<file path="src/rtl/pipe_stall_ctrl.sv">
// pipe_stall_ctrl: merges load-use, branch, MUL/DIV and MEM-wait requests into per-stage enable/flush controls.
// Optional stall-cycle counter is built when STALL_PERF_CNT_EN is defined.
module pipe_stall_ctrl #(
    parameter int MUL_LAT     = 3,
    parameter int DIV_LAT     = 33,
    parameter int CNT_W       = 6,
    parameter int MEM_TIMEOUT = 255
) (
    input  logic        clk,
    input  logic        rst_n,
    input  logic        hdu_stall,
    input  logic        Branch_ID,
    input  logic        mc_start_EXE,
    input  logic        mc_is_div,
    input  logic        dmem_req_MEM,
    input  logic        dmem_ack,
    output logic        PC_EN_IF,
    output logic        reg_FD_EN,
    output logic        reg_FD_flush,
    output logic        reg_DE_EN,
    output logic        reg_DE_flush,
    output logic        reg_EM_EN,
    output logic        reg_EM_flush,
    output logic        reg_MW_EN,
    output logic        mc_busy,
    output logic        mc_done,
    output logic        mem_timeout,
    output logic [31:0] perf_stall_cnt
);
    localparam int WC_W = ($clog2(MEM_TIMEOUT + 1) > 8) ? $clog2(MEM_TIMEOUT + 1) : 8;
    typedef enum logic {RUN, MC_BUSY} state_t;
    state_t            state_q, state_d;
    logic [CNT_W-1:0]  cnt_q, cnt_d;
    logic [WC_W-1:0]   wait_q, wait_d;
    logic              tmo_q, tmo_d;
    logic              mem_wait, in_run, cnt_zero, mc_freeze;
    // priority-encoded stage controls, next-state and watchdog logic
    always_comb begin
        mem_wait  = dmem_req_MEM & ~dmem_ack;
        in_run    = state_q == RUN;
        cnt_zero  = cnt_q == '0;
        mc_freeze = (in_run & mc_start_EXE) | (!in_run & (!cnt_zero | mem_wait));
        {PC_EN_IF, reg_FD_EN, reg_DE_EN, reg_EM_EN, reg_MW_EN} = 5'b11111;
        {reg_FD_flush, reg_DE_flush, reg_EM_flush} = 3'b000;
        if (!rst_n || mem_wait)
            {PC_EN_IF, reg_FD_EN, reg_DE_EN, reg_EM_EN, reg_MW_EN} = 5'b00000;
        else if (mc_freeze) begin
            {PC_EN_IF, reg_FD_EN, reg_DE_EN} = 3'b000;
            reg_EM_flush = 1'b1;
        end else if (hdu_stall) begin
            {PC_EN_IF, reg_FD_EN} = 2'b00;
            reg_DE_flush = 1'b1;
        end else if (Branch_ID)
            reg_FD_flush = 1'b1;
        mc_busy     = rst_n & (!in_run | mc_start_EXE);
        mc_done     = rst_n & !in_run & cnt_zero & !mem_wait;
        mem_timeout = tmo_q;
        state_d = state_q;
        cnt_d   = cnt_q;
        if (in_run) begin
            if (mc_start_EXE && !mem_wait) begin
                state_d = MC_BUSY;
                cnt_d   = mc_is_div ? CNT_W'(DIV_LAT - 2) : CNT_W'(MUL_LAT - 2);
            end
        end else if (!cnt_zero)
            cnt_d = cnt_q - 1'b1;
        else if (!mem_wait)
            state_d = RUN;
        wait_d = !mem_wait ? '0 : (&wait_q ? wait_q : wait_q + 1'b1);
        tmo_d  = tmo_q | (mem_wait & (wait_q >= WC_W'(MEM_TIMEOUT - 1)));
    end
    // state, latency counter and watchdog registers
    always_ff @(posedge clk or negedge rst_n) begin
        if (!rst_n) begin
            state_q <= RUN;
            cnt_q   <= '0;
            wait_q  <= '0;
            tmo_q   <= 1'b0;
        end else begin
            state_q <= state_d;
            cnt_q   <= cnt_d;
            wait_q  <= wait_d;
            tmo_q   <= tmo_d;
        end
    end
`ifdef STALL_PERF_CNT_EN
    logic [31:0] perf_q;
    // counts every cycle the PC is held
    always_ff @(posedge clk or negedge rst_n) begin
        if (!rst_n)
            perf_q <= '0;
        else if (!PC_EN_IF)
            perf_q <= perf_q + 1'b1;
    end
    assign perf_stall_cnt = perf_q;
`else
    assign perf_stall_cnt = 32'h0;
`endif
endmodule

</file>
<file path="config.mk">
export PLATFORM = sky130hd
export DESIGN_NAME = pipe_stall_ctrl
export DESIGN_NICKNAME = d
export VERILOG_FILES = /design/src/rtl/pipe_stall_ctrl.sv
export SDC_FILE = /design/constraint.sdc
export NUM_CORES = 1
export LEC_CHECK = 0
export ABC_AREA = 1
export BUFFER_PORTS_ARGS = -buffer_cell sky130_fd_sc_hd__buf_2
export CORE_UTILIZATION = 35
export CTS_CLUSTER_SIZE = 25
export DETAILED_ROUTE_END_ITERATION = 8
export GPL_ROUTABILITY_DRIVEN = 0
export PLACE_DENSITY = 0.66
export REMOVE_ABC_BUFFERS = 1
export SLEW_MARGIN = 40
export SYNTH_ARGS = -nofsm -noshare
export SYNTH_HDL_FRONTEND = slang
export SYNTH_SLANG_ARGS = --single-unit
</file>
<file path="constraint.sdc">
create_clock -name clk -period 1.2 [get_ports clk]
set_input_delay 0.06 -clock clk [delete_from_list [all_inputs] [get_ports clk]]
set_output_delay 0.06 -clock clk [all_outputs]
set_load 0.01 [all_outputs]
</file>
==> results.cfg <==
[grt]
antenna_found_initial = 0
overflow = 0
grt_util_all_layers = 0.150
grt_start_max_net_pins = 17
grt_pass1_wl_um = 4660
grt_pass1_vias = 1035

[yosys]
ys_seq_area_frac = 0.311
synthArstFlopShare = 1.00
syn_inst = 180
synth_area_leader_cell = dfrtp_1
synth.top_cell.area_share = 0.311
ys_warn_count = 0
synth-edff-count = 0
syn_avg_cell_area_um2 = 7.15
synth_cell_types = 27
synth_ff_type = dfrtp_1
ys_ff_latch = 16
netlist_area_um2 = 1290
synthTopCellsByArea = dfrtp_1, buf_4, nand2_1, inv_1, nor2_1

[floorplan]
die-area_um2 = 3930
die_y_um = 62.7
core-area_um2 = 3440
rows = 21
initial_utilization = 0.374
design.portCount = 51
die_w_um = 62.7

[route]
post_drt_wl_per_cell_um = 10.3
vias_per_cell = 4.34
drc = 0
first_iter_violations = 30
totalWireLength_um = 2820
ant_nets = 0
vias = 1185
drtPass1Iterations = 4

[final_layout]
drive_gt1_frac = 0.449
final_area_um2 = 1740
nNetsFinal = 240
finalNonFillerCells = 273
diodes = 0
syn_to_final_growth_pct = 35.5

[sta]
setup_ws_ns = -0.283
post-route-min-period_ns = 1.48
slew_viol_final = 0
rsz0062_at_grt = yes
fin_worst_skew_ns = 0.00324
final_hold_viol_count = 16
finalSetupTns_ns = -2.43
setup_violations = 15
period_share = 1.24
fmax_mhz = 674
whs_ns = -0.0372

[setup_path]
cp-end-kind = output port
r2r-start = cnt_q[1]$_DFFE_PN0P_
cp_max_fo = 2
path_cells = inv_2 -> ha_4 -> nand3_4 -> buf_4 -> buf_6 -> nor3_2 -> buf_2
required_ns = 1.14
reg2reg_setup_slack_ns = -0.10
slowest_delay_ns = 0.39
timing.rr.end = cnt_q[4]$_DFFE_PN0P_
path_delay_family = buffers and inverters
crit_arrival_ns = 1.42
reg2regPathDepth = 10
critical_path_class = reg2out
worstSetupStartpointType = flip-flop
cp_slowest_cell = dfrtp_1
crit_buf_inv = 4

[power]
clkPwrFrac = 0.156
power_density_nw_per_um2 = 1790
p_leak_nw = 0.954
sequentialPowerShare = 0.239
p_int_mw = 1.83
p_sw_frac = 0.414
combPwrFrac = 0.605
p_switching_mw = 1.29
vdd.ir_drop.worst_mv = 0.970

[clocking]
cts_max_level = 1
cts_buffer_depth = 2
cts_tree = built
cts_buffers = 3
clkLatencyLatePin_ns = 0.25
path_clk_slew_ns = 0.07
root_buffer = clkbuf_8
clock-sinks = 16

[place]
dp_hpwl_um = 1840
place_area_um2 = 1420
dpl.cell_count = 257
io_buffer_count = 18

[min_path]
hold_class = in2async

[run_status]
violations = hold timing, setup timing
status = finished with violations

[run]
max_cap_violations = 0
[layout make-up]
| type | instances | area, um2 |
|---|---|---|
| Fill cell | 331 | 1700 |
| Sequential cell | 16 | 403 |
| Timing Repair Buffer | 46 | 320 |
| Inverter | 25 | 101 |
| Multi-Input combinational cell | 136 | 807 |
| Clock buffer | 4 | 55.1 |
| Tap cell | 46 | 57.6 |
[worst register-to-register path: cells and delay by family, from the launching register on]
| kind | cells | cell delay (ns) |
|---|---|---|
| flip-flops | 1 | 0.36 |
| buffers and inverters | 4 | 0.36 |
| AND/OR/NAND/NOR | 5 | 0.32 |
| adder cells (fa/ha/maj) | 1 | 0.16 |
[per-stage QoR]
stage / util / setup WS [ns] / total power, mW
3_5_place_dp: 0.411 / -0.0864 / 1.92
5_1_grt: 0.507 / -0.388 / 3.37
6_report: 0.507 / -0.283 / 3.12
2_1_floorplan: - / -0.192 / 1.46
3_3_place_gp: 0.411 / -0.0597 / 1.91
4_1_cts: 0.467 / -0.295 / 2.82
[power groups by stage]
| stage | Clock, mW | Sequential (mW) | Combinational (mW) |
|---|---|---|---|
| after floorplan | 0 | 0.750 | 0.712 |
| after global placement | 0 | 0.729 | 1.18 |
| after detailed placement | 0 | 0.737 | 1.18 |
| after CTS | 0.498 | 0.745 | 1.58 |
| after global routing | 0.519 | 0.767 | 2.08 |
| final | 0.485 | 0.746 | 1.89 |
[layer usage]
metal	wire length [um]	up-vias	part of all wire	GRT usage
li1	-	588	-	-
met1	1250	544	0.44	0.190
met2	1370	47	0.49	0.247
met3	136	6	0.048	0.0237
met4	64	0	0.023	0.0698
met5	0	-	0	0
[registers in the layout (all words and copies together) (netlist names)]
register	flops
wait_q	8
cnt_q	6
mem_timeout	1
state_q	1
[placed cells by master (no fill, tap or decap), types with 3 or more instances in the layout]
master | synthesis | final
conb_1 | 1 | 32
nand2_1 | 39 | 30
buf_4 | 34 | 21
buf_2 | 0 | 19
dfrtp_1 | 16 | 14
inv_1 | 19 | 13
inv_2 | 5 | 11
nand2_2 | 6 | 10
nor2_1 | 15 | 10
o21ai_1 | 6 | 6
nand3_1 | 9 | 6
buf_6 | 0 | 6
nor2_2 | 2 | 5
nand2_4 | 1 | 5
o21ai_0 | 6 | 4
clkbuf_8 | 0 | 4
nor2_4 | 1 | 3
nand3_2 | 1 | 3
[worst max-delay path by stage]
stage                                end                  from  slack, ns  depth (start not counted)
global route                   reg_FD_EN  cnt_q[1]$_DFFE_PN0P_      -0.39                          9
detailed placement             reg_FD_EN  cnt_q[1]$_DFFE_PN0P_      -0.09                          9
CTS                            reg_FD_EN  cnt_q[1]$_DFFE_PN0P_      -0.30                          9
global placement    cnt_q[2]$_DFFE_PN0P_  cnt_q[1]$_DFFE_PN0P_      -0.06                          9
finish                           mc_done  cnt_q[1]$_DFFE_PN0P_      -0.28                          7
floorplan                       PC_EN_IF  cnt_q[0]$_DFFE_PN0P_      -0.19                          8
[timing repair]
item                                   4_1_cts  5_1_grt
hold buffers                                 1        0
buffers inserted                            14        8
gates cloned                                 0        0
endpoints found under the hold margin       16        0
pin swaps                                   11       15
setup endpoints to repair                   15       21
resized for setup                           20       37
[cells in the mapped netlist, types with 2 or more instances]
master	count
dfrtp_1	16
a21oi_1	2
nor3_1	4
o21ai_1	6
nand2_1	39
ha_1	4
inv_1	19
nand2_2	6
nor2_1	15
buf_4	34
nor2_2	2
inv_2	5
nand3_1	9
o21ai_0	6
[logic make-up after synthesis]
family	Yosys count	synth area share
other	1	0.00291
adder cells (fa/ha/maj)	4	0.0389
XOR/XNOR	1	0.00680
AND/OR/NAND/NOR	81	0.290
buffers and inverters	59	0.273
AO/OA/AOI/OAI	18	0.0778
flip-flops	16	0.311
(Power assumes the default switching activity.)
